==> config.mk <==
export PLATFORM = sky130hd
export DESIGN_NAME = uart_transmitter
export DESIGN_NICKNAME = d
export VERILOG_FILES = /design/src/rtl/uart_transmitter.sv
export SDC_FILE = /design/constraint.sdc
export NUM_CORES = 1
export LEC_CHECK = 0
export ABC_AREA = 1
export CAP_MARGIN = 20
export CORE_MARGIN = 5
export CORE_UTILIZATION = 40
export CTS_CLUSTER_DIAMETER = 100
export DETAILED_ROUTE_END_ITERATION = 8
export HOLD_SLACK_MARGIN = 0.02
export PLACE_DENSITY = 0.63
export REMOVE_ABC_BUFFERS = 1
export SLEW_MARGIN = 5
export SYNTH_ARGS = -nofsm -noshare
export SYNTH_HDL_FRONTEND = slang
export SYNTH_SLANG_ARGS = --single-unit
==> constraint.sdc <==
create_clock -name clk -period 2.8 [get_ports clk]
set_input_delay 0.42 -clock clk [delete_from_list [all_inputs] [get_ports clk]]
set_output_delay 0.42 -clock clk [all_outputs]
set_load 0.05 [all_outputs]
==> src/rtl/uart_transmitter.sv <==
// ---------------------------------------------------------------------------
// uart_transmitter
//
// Purpose:
//   Serialises one parallel byte per request into an asynchronous UART frame
//   (start bit, DATA_BITS payload bits LSB first, optional parity bit,
//   STOP_BITS stop bits) on tx_out. Bit timing comes entirely from the
//   external tx_baud_tick pulse (one pulse per bit period); there is no
//   internal divider, so every bit lasts exactly one tick interval.
//
// Configuration macro:
//   UART_TX_PARITY_EN - when defined, a parity bit follows the data bits and
//                       its sense is set by PARITY_ODD (0 = even, 1 = odd).
//                       When undefined there is no parity state or logic and
//                       PARITY_ODD has no effect.
//
// Parameters:
//   DATA_BITS   payload bits per frame, legal 5..9
//   STOP_BITS   stop bits per frame, legal 1 or 2
//   PARITY_ODD  parity sense when parity is enabled
//
// Ports:
//   clk           in   system clock, rising edge
//   rst           in   asynchronous active-high reset
//   tx_baud_tick  in   one-clock pulse per bit period
//   tx_start      in   send request, only sampled while tx_busy is low
//   tx_data       in   payload, captured on the accepting edge
//   tx_out        out  serial line, idles high
//   tx_busy       out  high from the cycle after acceptance until frame end
//   tx_done       out  one-clock pulse when the last stop bit completes
// ---------------------------------------------------------------------------
module uart_transmitter #(
  parameter int DATA_BITS  = 8,
  parameter int STOP_BITS  = 1,
  parameter int PARITY_ODD = 0
) (
  input  logic                 clk,
  input  logic                 rst,
  input  logic                 tx_baud_tick,
  input  logic                 tx_start,
  input  logic [DATA_BITS-1:0] tx_data,
  output logic                 tx_out,
  output logic                 tx_busy,
  output logic                 tx_done
);

  // The bit counter is sized for the data phase and reused to count stop
  // bits, which never need more than the data-phase width.
  localparam int CW = $clog2(DATA_BITS + 1);
  localparam logic [CW-1:0] LAST_DATA = CW'(DATA_BITS - 1);
  localparam logic [CW-1:0] LAST_STOP = CW'(STOP_BITS - 1);

  // Reject illegal parameter combinations at elaboration time rather than
  // letting a malformed frame reach the pad.
  if (DATA_BITS < 5 || DATA_BITS > 9) begin : gBadDataBits
    $error("uart_transmitter: DATA_BITS must be 5..9");
  end
  if (STOP_BITS < 1 || STOP_BITS > 2) begin : gBadStopBits
    $error("uart_transmitter: STOP_BITS must be 1 or 2");
  end
  if (PARITY_ODD < 0 || PARITY_ODD > 1) begin : gBadParitySense
    $error("uart_transmitter: PARITY_ODD must be 0 or 1");
  end

`ifdef UART_TX_PARITY_EN
  typedef enum logic [2:0] {
    IDLE   = 3'd0,
    SYNC   = 3'd1,
    START  = 3'd2,
    DATA   = 3'd3,
    PARITY = 3'd4,
    STOP   = 3'd5
  } state_t;

  localparam logic PARITY_SENSE = 1'(PARITY_ODD);
`else
  typedef enum logic [2:0] {
    IDLE  = 3'd0,
    SYNC  = 3'd1,
    START = 3'd2,
    DATA  = 3'd3,
    STOP  = 3'd4
  } state_t;
`endif

  state_t               state_q;
  logic [DATA_BITS-1:0] shift_q;
  logic [CW-1:0]        bitCnt_q;
  logic                 txOut_q;
  logic                 txBusy_q;
  logic                 txDone_q;
`ifdef UART_TX_PARITY_EN
  // Untouched copy of the accepted byte; the shift register is consumed
  // during the data phase, so parity is computed from this instead.
  logic [DATA_BITS-1:0] data_q;
`endif

  // Frame sequencer with every output registered. Each state presents the
  // line value for the bit currently on the wire and moves on only when a
  // baud tick arrives, so bit boundaries always land on the tick grid.
  // SYNC exists because acceptance can happen anywhere inside a tick
  // interval; waiting for the next tick before dropping the line gives a
  // full-width start bit. A tick in IDLE (including one that coincides with
  // tx_start) is deliberately not consumed.
  always_ff @(posedge clk or posedge rst) begin
    if (rst) begin
      state_q  <= IDLE;
      shift_q  <= '0;
      bitCnt_q <= '0;
      txOut_q  <= 1'b1;
      txBusy_q <= 1'b0;
      txDone_q <= 1'b0;
`ifdef UART_TX_PARITY_EN
      data_q   <= '0;
`endif
    end else begin
      txDone_q <= 1'b0;
      case (state_q)
        IDLE: begin
          txOut_q <= 1'b1;
          if (tx_start) begin
            shift_q  <= tx_data;
`ifdef UART_TX_PARITY_EN
            data_q   <= tx_data;
`endif
            bitCnt_q <= '0;
            txBusy_q <= 1'b1;
            state_q  <= SYNC;
          end
        end

        SYNC: begin
          if (tx_baud_tick) begin
            txOut_q <= 1'b0;
            state_q <= START;
          end
        end

        START: begin
          if (tx_baud_tick) begin
            txOut_q <= shift_q[0];
            shift_q <= shift_q >> 1;
            state_q <= DATA;
          end
        end

        // bitCnt_q counts data bits already completed; the tick that ends
        // the last one hands over to parity or straight to the stop phase.
        DATA: begin
          if (tx_baud_tick) begin
            if (bitCnt_q == LAST_DATA) begin
              bitCnt_q <= '0;
`ifdef UART_TX_PARITY_EN
              txOut_q  <= (^data_q) ^ PARITY_SENSE;
              state_q  <= PARITY;
`else
              txOut_q  <= 1'b1;
              state_q  <= STOP;
`endif
            end else begin
              bitCnt_q <= bitCnt_q + CW'(1);
              txOut_q  <= shift_q[0];
              shift_q  <= shift_q >> 1;
            end
          end
        end

`ifdef UART_TX_PARITY_EN
        PARITY: begin
          if (tx_baud_tick) begin
            txOut_q <= 1'b1;
            state_q <= STOP;
          end
        end
`endif

        STOP: begin
          txOut_q <= 1'b1;
          if (tx_baud_tick) begin
            if (bitCnt_q == LAST_STOP) begin
              bitCnt_q <= '0;
              txBusy_q <= 1'b0;
              txDone_q <= 1'b1;
              state_q  <= IDLE;
            end else begin
              bitCnt_q <= bitCnt_q + CW'(1);
            end
          end
        end

        default: begin
          txOut_q  <= 1'b1;
          txBusy_q <= 1'b0;
          state_q  <= IDLE;
        end
      endcase
    end
  end

  assign tx_out  = txOut_q;
  assign tx_busy = txBusy_q;
  assign tx_done = txDone_q;

endmodule

==> impl_metrics.tcl, run 1 <==
set metrics [dict create \
    clock_skew_ns 0.00140 \
    post_cts_buffers 0 \
    initial_core_util_pct 42.1 \
    core-area_um2 2500 \
    cts.sinks 18 \
    layout.nets 180 \
    tns_ns 0 \
    cp_cell_sequence "clkdlybuf4s50_1" \
    netlist.area_leader.share_pct 40.4 \
    switchingPower_mw 0.687 \
    numCtsBuffers 3 \
    route.vias.total 905 \
    place_area_um2 1220 \
    drt-total-wl_mm 1.98 \
    io_pins 15 \
    routedWlPerCell_um 10.1 \
    grt.overflow.total 0 \
    viasPerCell 4.64 \
    drive_above_1_share_pct 9.09 \
    min_period_ns 2.05 \
    status "completed" \
    async_flop_share_pct 100 \
    cp_num_buf_inv 1 \
    first_iter_violations 25 \
    final_hold_viol_count 0 \
    synth_area_leaders "dfrtp_1 40%, nand2_1 27%, inv_1 5.0%" \
    tightest_slew_ns 0.687 \
    postLayoutCoreUtil_pct 50.4 \
    synth-edff-count 0 \
    slew_headroom_pct 54.2 \
    cap_violations 0 \
    setup_viol 0 \
    power_mw 1.40 \
    fillers 252 \
    comb_power_share_pct 56.0 \
    fp.dieW_um 61.3 \
    drc 0 \
    area_growth_pct 19.6 \
    cp_slowest_cell "clkdlybuf4s50_1" \
    portBuffers 14 \
    yosys-top-cells-count "76 x nand2_1, 17 x dfrtp_1, 14 x inv_1" \
    yosysTopAreaCell "dfrtp_1" \
    start_kind "flip-flop" \
    cts_buffer_depth 2 \
    postSynthCellCount 148 \
    fin_crit_sh_pct 73.3 \
    seq_area_um2 452 \
    tritoncts "done" \
    cp_max_fo 2 \
    dr.pass1.iters 4 \
    gr-usage-all-layers_pct 12.8 \
    clk-insertion-delay-late_ns 0.30 \
    clock.fmax_ghz 0.487 \
    switching_share_pct 49.2 \
    synth-seq-cells 18 \
    die_y_um 61.3 \
    root_buffer "clkbuf_4" \
    grt_max_degree 19 \
    die_area_um2 3760 \
    synth.avg_cell_area_um2 7.12 \
    rsz0062_at_grt "false" \
    fin_area_um2 1260 \
    powerDensity_nw_per_um2 1110 \
    p_leak_nw 0.689 \
    path_clk_slew_ns 0.11 \
    pwr-share-seq_pct 32.1 \
    cp-end-kind "output port" \
    holdCritPathClass "flip-flop to flip-flop" \
    detail-route-antenna-nets 0 \
    critPathTopFamily "buffers and inverters" \
    cts_resized 0 \
    netlist_area_um2 1050 \
    cts_max_level 1 \
    maxSlewViolCount 0 \
    synthFlopType "dfrtp_1" \
    rows 18 \
    synth_seq_area_share_pct 42.9 \
    post-dp-hpwl_mm 1.52 \
    crit_type "flip-flop to output port" \
    yosysMostFrequentCell "nand2_1" \
    multi_input_area_um2 534 \
    grt_pass1_wl_mm 3.60 \
    arrival_ns 1.63 \
    max_stage_delay_ns 0.79 \
    crit_required_ns 2.38 \
    n_antenna_cell 0 \
    ir_drop_v 0.000697 \
    hold_buffers 0 \
    p_int_mw 0.709 \
    p_clk_share_pct 11.9 \
    grt_pass1_vias 877 \
    gp_congestion 0.803 \
    synth_cell_types 21 \
    ys_warn_count 0 \
    antenna_found_initial 0 \
]
-- per-stage QoR --
step | setup WS, ns | std cells | hold WS, ns
final | 0.747 | 195 | 0.482
after floorplan | 1.40 | 147 | 0.358
after CTS | 0.730 | 195 | 0.489
after global routing | 0.684 | 195 | 0.543
after detailed placement | 1.08 | 191 | 0.462
after global placement | 1.08 | 191 | 0.461
-- area by class of cell --
class | count | share of cell area [%]
tap | 30 | 2.98
multi-input combinational | 113 | 42.4
sequential | 18 | 35.8
timing repair buffer | 14 | 11.1
clock buffer | 4 | 2.88
inverter | 16 | 4.77
-- power groups by stage --
stage                     combinational (mW)  clock [mW]  sequential [mW]
after CTS                              0.792       0.170            0.448
after floorplan                        0.568           0            0.494
final                                  0.781       0.166            0.449
after detailed placement               0.792           0            0.451
after global routing                   0.912       0.186            0.466
after global placement                 0.782           0            0.451
-- cells by family (layout without fill, tap and decap cells) --
logic type / count (synthesis) / count (layout) / synth area share, %
buffers and inverters: 17 / 34 / 6.41
AOI/OAI and AO/OA: 12 / 12 / 7.01
adders and majority gates: 2 / 2 / 2.37
xor gates and xnor gates: 2 / 2 / 1.66
DFF: 18 / 18 / 42.9
and+or+nand+nor: 97 / 97 / 39.7
-- per-layer routing --
metal	vias to the layer above	share of wire, %	track usage (%)
met5	-	0	0
met3	4	4.3	4.19
met1	393	50	15.9
li1	494	-	-
met2	14	45	21.3
met4	0	1.3	3.72
-- sequential cells by signal, summed over array words and instances (netlist names) --
register	cells
tx_done	1
tx_busy	1
bitCnt_q	4
state_q	3
tx_out	1
shift_q	8
-- tightest hold or removal path, stage by stage (launching register included) --
cell     delay [ns]
dfrtp_1        0.36
nand2_1        0.05
nand2_1        0.05
-- cells in the final DEF, fill, tap and decap left out, drive strengths merged, types with 4 or more instances in the layout --
| master | synthesis | routed |
|---|---|---|
| nand2 | 77 | 77 |
| dfrtp | 17 | 17 |
| inv | 16 | 16 |
| clkdlybuf4s50 | 0 | 14 |
| nand3 | 10 | 10 |
| o21ai | 9 | 9 |
| nor2 | 6 | 6 |
| clkbuf | 0 | 4 |
-- path summary, 6_finish.rpt --
kind	cells after the start	to	slack (ns)	startpoint
setup / recovery	1	tx_out	0.75	tx_out
hold / removal	2	tx_busy	0.48	tx_busy
setup reg to reg	8	shift_q[7]	1.17	state_q[2]
hold reg to reg	2	tx_busy	0.48	tx_busy
max in group asynchronous	2	state_q[0]	1.85	rst
min in group asynchronous	2	shift_q[2]	0.51	rst
(Power assumes the default switching activity.)
==> inputs of run 2 (changes only) <==
- PLACE_DENSITY: 0.63 -> 0.65
- clock period: 2.8 -> 1.7 ns (I/O delays scaled with it)
==> impl_metrics.tcl, run 2 (synthesized netlist as in run 1, its figures left out) <==
set metrics [dict create \
    area_growth_pct 21.0 \
    drc 0 \
    seq_area_um2 452 \
    initial_core_util_pct 42.1 \
    gr-usage-all-layers_pct 13.6 \
    cp_cell_sequence "inv_1 -> ha_1 -> nand3_1 -> nand2_1 -> nand3_1 -> nor2_1 -> nand2_1 -> nand2_1" \
    post-dp-hpwl_mm 1.59 \
    setup_viol 0 \
    cp_slowest_cell "dfrtp_1" \
    cts_max_level 1 \
    drive_above_1_share_pct 12.5 \
    cts_resized 0 \
    die_area_um2 3760 \
    final_hold_viol_count 0 \
    holdCritPathClass "input pin to asynchronous set/reset pin" \
    drt-total-wl_mm 2.03 \
    tns_ns 0 \
    rsz0062_at_grt "false" \
    cap_violations 0 \
    regMostFlops "shift_q" \
    clk-insertion-delay-late_ns 0.29 \
    grt_max_degree 19 \
    cts_buffer_depth 2 \
    path_common_cell "nand2_1" \
    gp_congestion 0.780 \
    fp.dieW_um 61.3 \
    tightest_slew_ns 0.294 \
    detail-route-antenna-nets 0 \
    grt.overflow.total 0 \
    cts.sinks 18 \
    tritoncts "done" \
    clock.fmax_ghz 0.710 \
    grt_pass1_wl_mm 3.84 \
    arrival_ns 1.65 \
    p_leak_nw 0.707 \
    n_antenna_cell 0 \
    clock_skew_ns 0.00540 \
    start_kind "flip-flop" \
    numCtsBuffers 3 \
    root_buffer "clkbuf_4" \
    slew_headroom_pct 80.4 \
    rows 18 \
    postLayoutCoreUtil_pct 51.0 \
    regToRegSetupSlack_ns 0.29 \
    dr.pass1.iters 4 \
    crit_type "flip-flop to flip-flop" \
    route.vias.total 934 \
    status "completed" \
    portBuffers 14 \
    layout.nets 183 \
    final_cell_mix "76 x nand2_1, 17 x dfrtp_1, 14 x inv_1, 11 x clkdlybuf4s50_1, 9 x nand3_1" \
    cp-end-kind "flip-flop" \
    mostFrequentLayoutCell "nand2_1" \
    fin_crit_sh_pct 82.9 \
    fillers 248 \
    antenna_found_initial 0 \
    grt_pass1_vias 951 \
    core-area_um2 2500 \
    first_iter_violations 15 \
    reg_top3 "shift_q x8, bitCnt_q x4, state_q x3" \
    powerDensity_nw_per_um2 1810 \
    power_mw 2.31 \
    ir_drop_v 0.00104 \
    crit_required_ns 1.94 \
    viasPerCell 4.72 \
    hold_buffers 0 \
    hold_ws_ns 0.258 \
    cp_max_fo 4 \
    min_period_ns 1.41 \
    routedWlPerCell_um 10.2 \
    post_cts_buffers 0 \
    path_clk_slew_ns 0.11 \
    die_y_um 61.3 \
    multi_input_area_um2 534 \
    largest_reg_flops 8 \
    maxSlewViolCount 0 \
    io_pins 15 \
    max_stage_delay_ns 0.43 \
]
## run 2: changes by cell type in the layout (fill, tap and decap cells not counted), sizes merged
cell and delta:
buf +6, clkdlybuf4s50 -3
## run 2: report_power, final
part | total, mW | internal (mW) | switching [mW]
combinational | 1.30 | 0.438 | 0.864
sequential | 0.739 | 0.612 | 0.127
clock | 0.271 | 0.130 | 0.140
total | 2.31 | 1.18 | 1.13
## run 2: path summary, 6_finish.rpt
kind                             start          to  cells past startpoint
min in group clk            shift_q[7]  shift_q[7]                      2
hold / removal                     rst  shift_q[7]                      3
hold reg to reg             shift_q[7]  shift_q[7]                      2
max in group asynchronous          rst      tx_out                      3
setup / recovery           bitCnt_q[0]  state_q[1]                      8
setup reg to reg           bitCnt_q[0]  state_q[1]                      8
## run 2: through the flow
stage	worst slack [ns]	instances	area (um^2)
floorplan	0.301	147	1050
global placement	0.180	194	1240
detailed placement	0.153	194	1240
CTS	0.270	198	1270
global route	0.0981	198	1270
finish	0.292	198	1270
## run 2: worst max-delay path, delay by kind of cell, from the launching register on
family,cells,cell delay (ns)
buffers and inverters,1,0.09
AND/OR/NAND/NOR,6,0.71
flip-flops,1,0.43
adder cells (fa/ha/maj),1,0.14
## run 2: layout make-up
cell class	instances	share of cell area, %
well taps	30	2.94
clock buffers	4	2.85
inverters	16	4.71
repair buffers	17	12.2
multi-input cells	113	41.9
flip-flops and latches	18	35.4
## run 2: per-layer routing
metal  up-vias  GRT usage (%)  wire [um]
met5         -              0          0
met4         0           5.57         12
met3         2           2.73         80
met2        11           23.3        954
met1       419           16.5        978
li1        502              -          -
==> inputs of run 3 (changes only) <==
- clock period: 1.7 -> 1.2 ns (I/O delays scaled with it)
==> impl_metrics.tcl, run 3 (synthesized netlist as in run 1, its figures left out) <==
set metrics [dict create \
    path_clk_slew_ns 0.10 \
    fin_area_um2 1710 \
    power_mw 4.63 \
    drt-total-wl_mm 2.83 \
    dr.pass1.iters 4 \
    ir_drop_v 0.00236 \
    post-place-ws_ns -0.218 \
    rows 18 \
    area_growth_pct 61.9 \
    antenna_found_initial 0 \
    p_leak_nw 0.865 \
    holdCritPathClass "input pin to asynchronous set/reset pin" \
    clock.fmax_ghz 0.736 \
    grt_pass1_vias 1035 \
    die_y_um 61.3 \
    fin_cells 222 \
    gr-usage-all-layers_pct 15.5 \
    cap_violations 0 \
    layout_setup_ws_ns -0.159 \
    portBuffers 14 \
    largest_reg_flops 8 \
    first_iter_violations 41 \
    grt.overflow.total 0 \
    drive_above_1_share_pct 40.6 \
    crit_type "flip-flop to flip-flop" \
    grt_pass1_wl_mm 4.36 \
    status "finished with violations" \
    viasPerCell 4.91 \
    core-area_um2 2500 \
    cts_max_level 1 \
    post-dp-hpwl_mm 1.81 \
    route.vias.total 1091 \
    tightest_slew_ns 0.300 \
    cts.sinks 18 \
    min_period_ns 1.36 \
    die_area_um2 3760 \
    maxSlewViolCount 0 \
    numCtsBuffers 3 \
    clock_skew_ns 0.00178 \
    drc 0 \
    n_antenna_cell 0 \
    rsz0062_at_grt "true" \
    cp_max_fo 5 \
    routedWlPerCell_um 12.7 \
    initial_core_util_pct 42.1 \
    regMostFlops "shift_q" \
    slew_headroom_pct 80.0 \
    place_area_um2 1400 \
    io_pins 15 \
    final_hold_viol_count 0 \
    grt_max_degree 19 \
    postLayoutCoreUtil_pct 68.2 \
    start_kind "flip-flop" \
    layout.nets 207 \
    root_buffer "clkbuf_4" \
    gp_congestion 0.818 \
    cts_buffer_depth 2 \
    reg_top3 "shift_q x8, bitCnt_q x4, state_q x3" \
    detail-route-antenna-nets 0 \
    fp.dieW_um 61.3 \
    arrival_ns 1.58 \
    mostFrequentLayoutCell "nand2_1" \
    crit_required_ns 1.42 \
    setup_viol 16 \
    reg2regPathDepth 6 \
    tritoncts "done" \
    placed_cells 209 \
    clk-insertion-delay-late_ns 0.29 \
    fin_crit_sh_pct 113 \
    final_cell_mix "65 x nand2_1, 23 x buf_4, 12 x dfrtp_1, 11 x clkdlybuf4s50_1, 9 x inv_1" \
    powerDensity_nw_per_um2 2720 \
    cp-end-kind "flip-flop" \
    violations "negative setup slack" \
]
## run 3: path summary, 6_finish.rpt
kind / start / to / slack, ns
setup reg to reg: state_q[1] / bitCnt_q[2] / -0.16
setup / recovery: state_q[1] / bitCnt_q[2] / -0.16
hold reg to reg: shift_q[2] / shift_q[2] / 0.49
max in group asynchronous: rst / tx_out / 0.80
min in group clk: tx_data[7] / shift_q[7] / 0.46
hold / removal: rst / tx_done / 0.19
## run 3: layer usage
metal	track usage, %	part of all wire, %
met1	19.5	46
met3	2.52	2.2
met5	0	0
met4	4.64	1.3
met2	27.0	50
## run 3: what timing repair did
action | CTS | global route
hold buffers | 0 | 0
buffers inserted | 3 | 6
setup endpoints to repair | 18 | 18
pin swaps | 7 | 17
gates cloned | 0 | 0
resized for setup | 19 | 36
## run 3: area by class of cell
class                      instances  area, um^2
clock buffer                       4        36.3
fill                             201         795
inverter                          16        66.3
multi-input combinational        113         711
sequential                        18         458
tap                               30        37.5
timing repair buffer              41         397
## run 3: power by group
group          internal, mW  switching, mW
clock network         0.185          0.191
registers             0.882          0.251
logic                  1.39           1.74
total                  2.45           2.18
## run 3: through the flow
step / setup TNS [ns] / hold slack (ns)
floorplan: -1.60 / 0.118
global placement: -2.52 / 0.465
detailed placement: -2.92 / 0.466
CTS: -1.78 / 0.185
global route: -3.23 / 0.187
finish: -2.05 / 0.194
## run 3: worst max-delay path, stage by stage, from the launching register on
cell     delay, ns
dfrtp_2       0.47
nand2_1       0.14
nor2_4        0.23
o21ai_4       0.09
nor2_2        0.20
nand2_1       0.09
o21ai_1       0.08
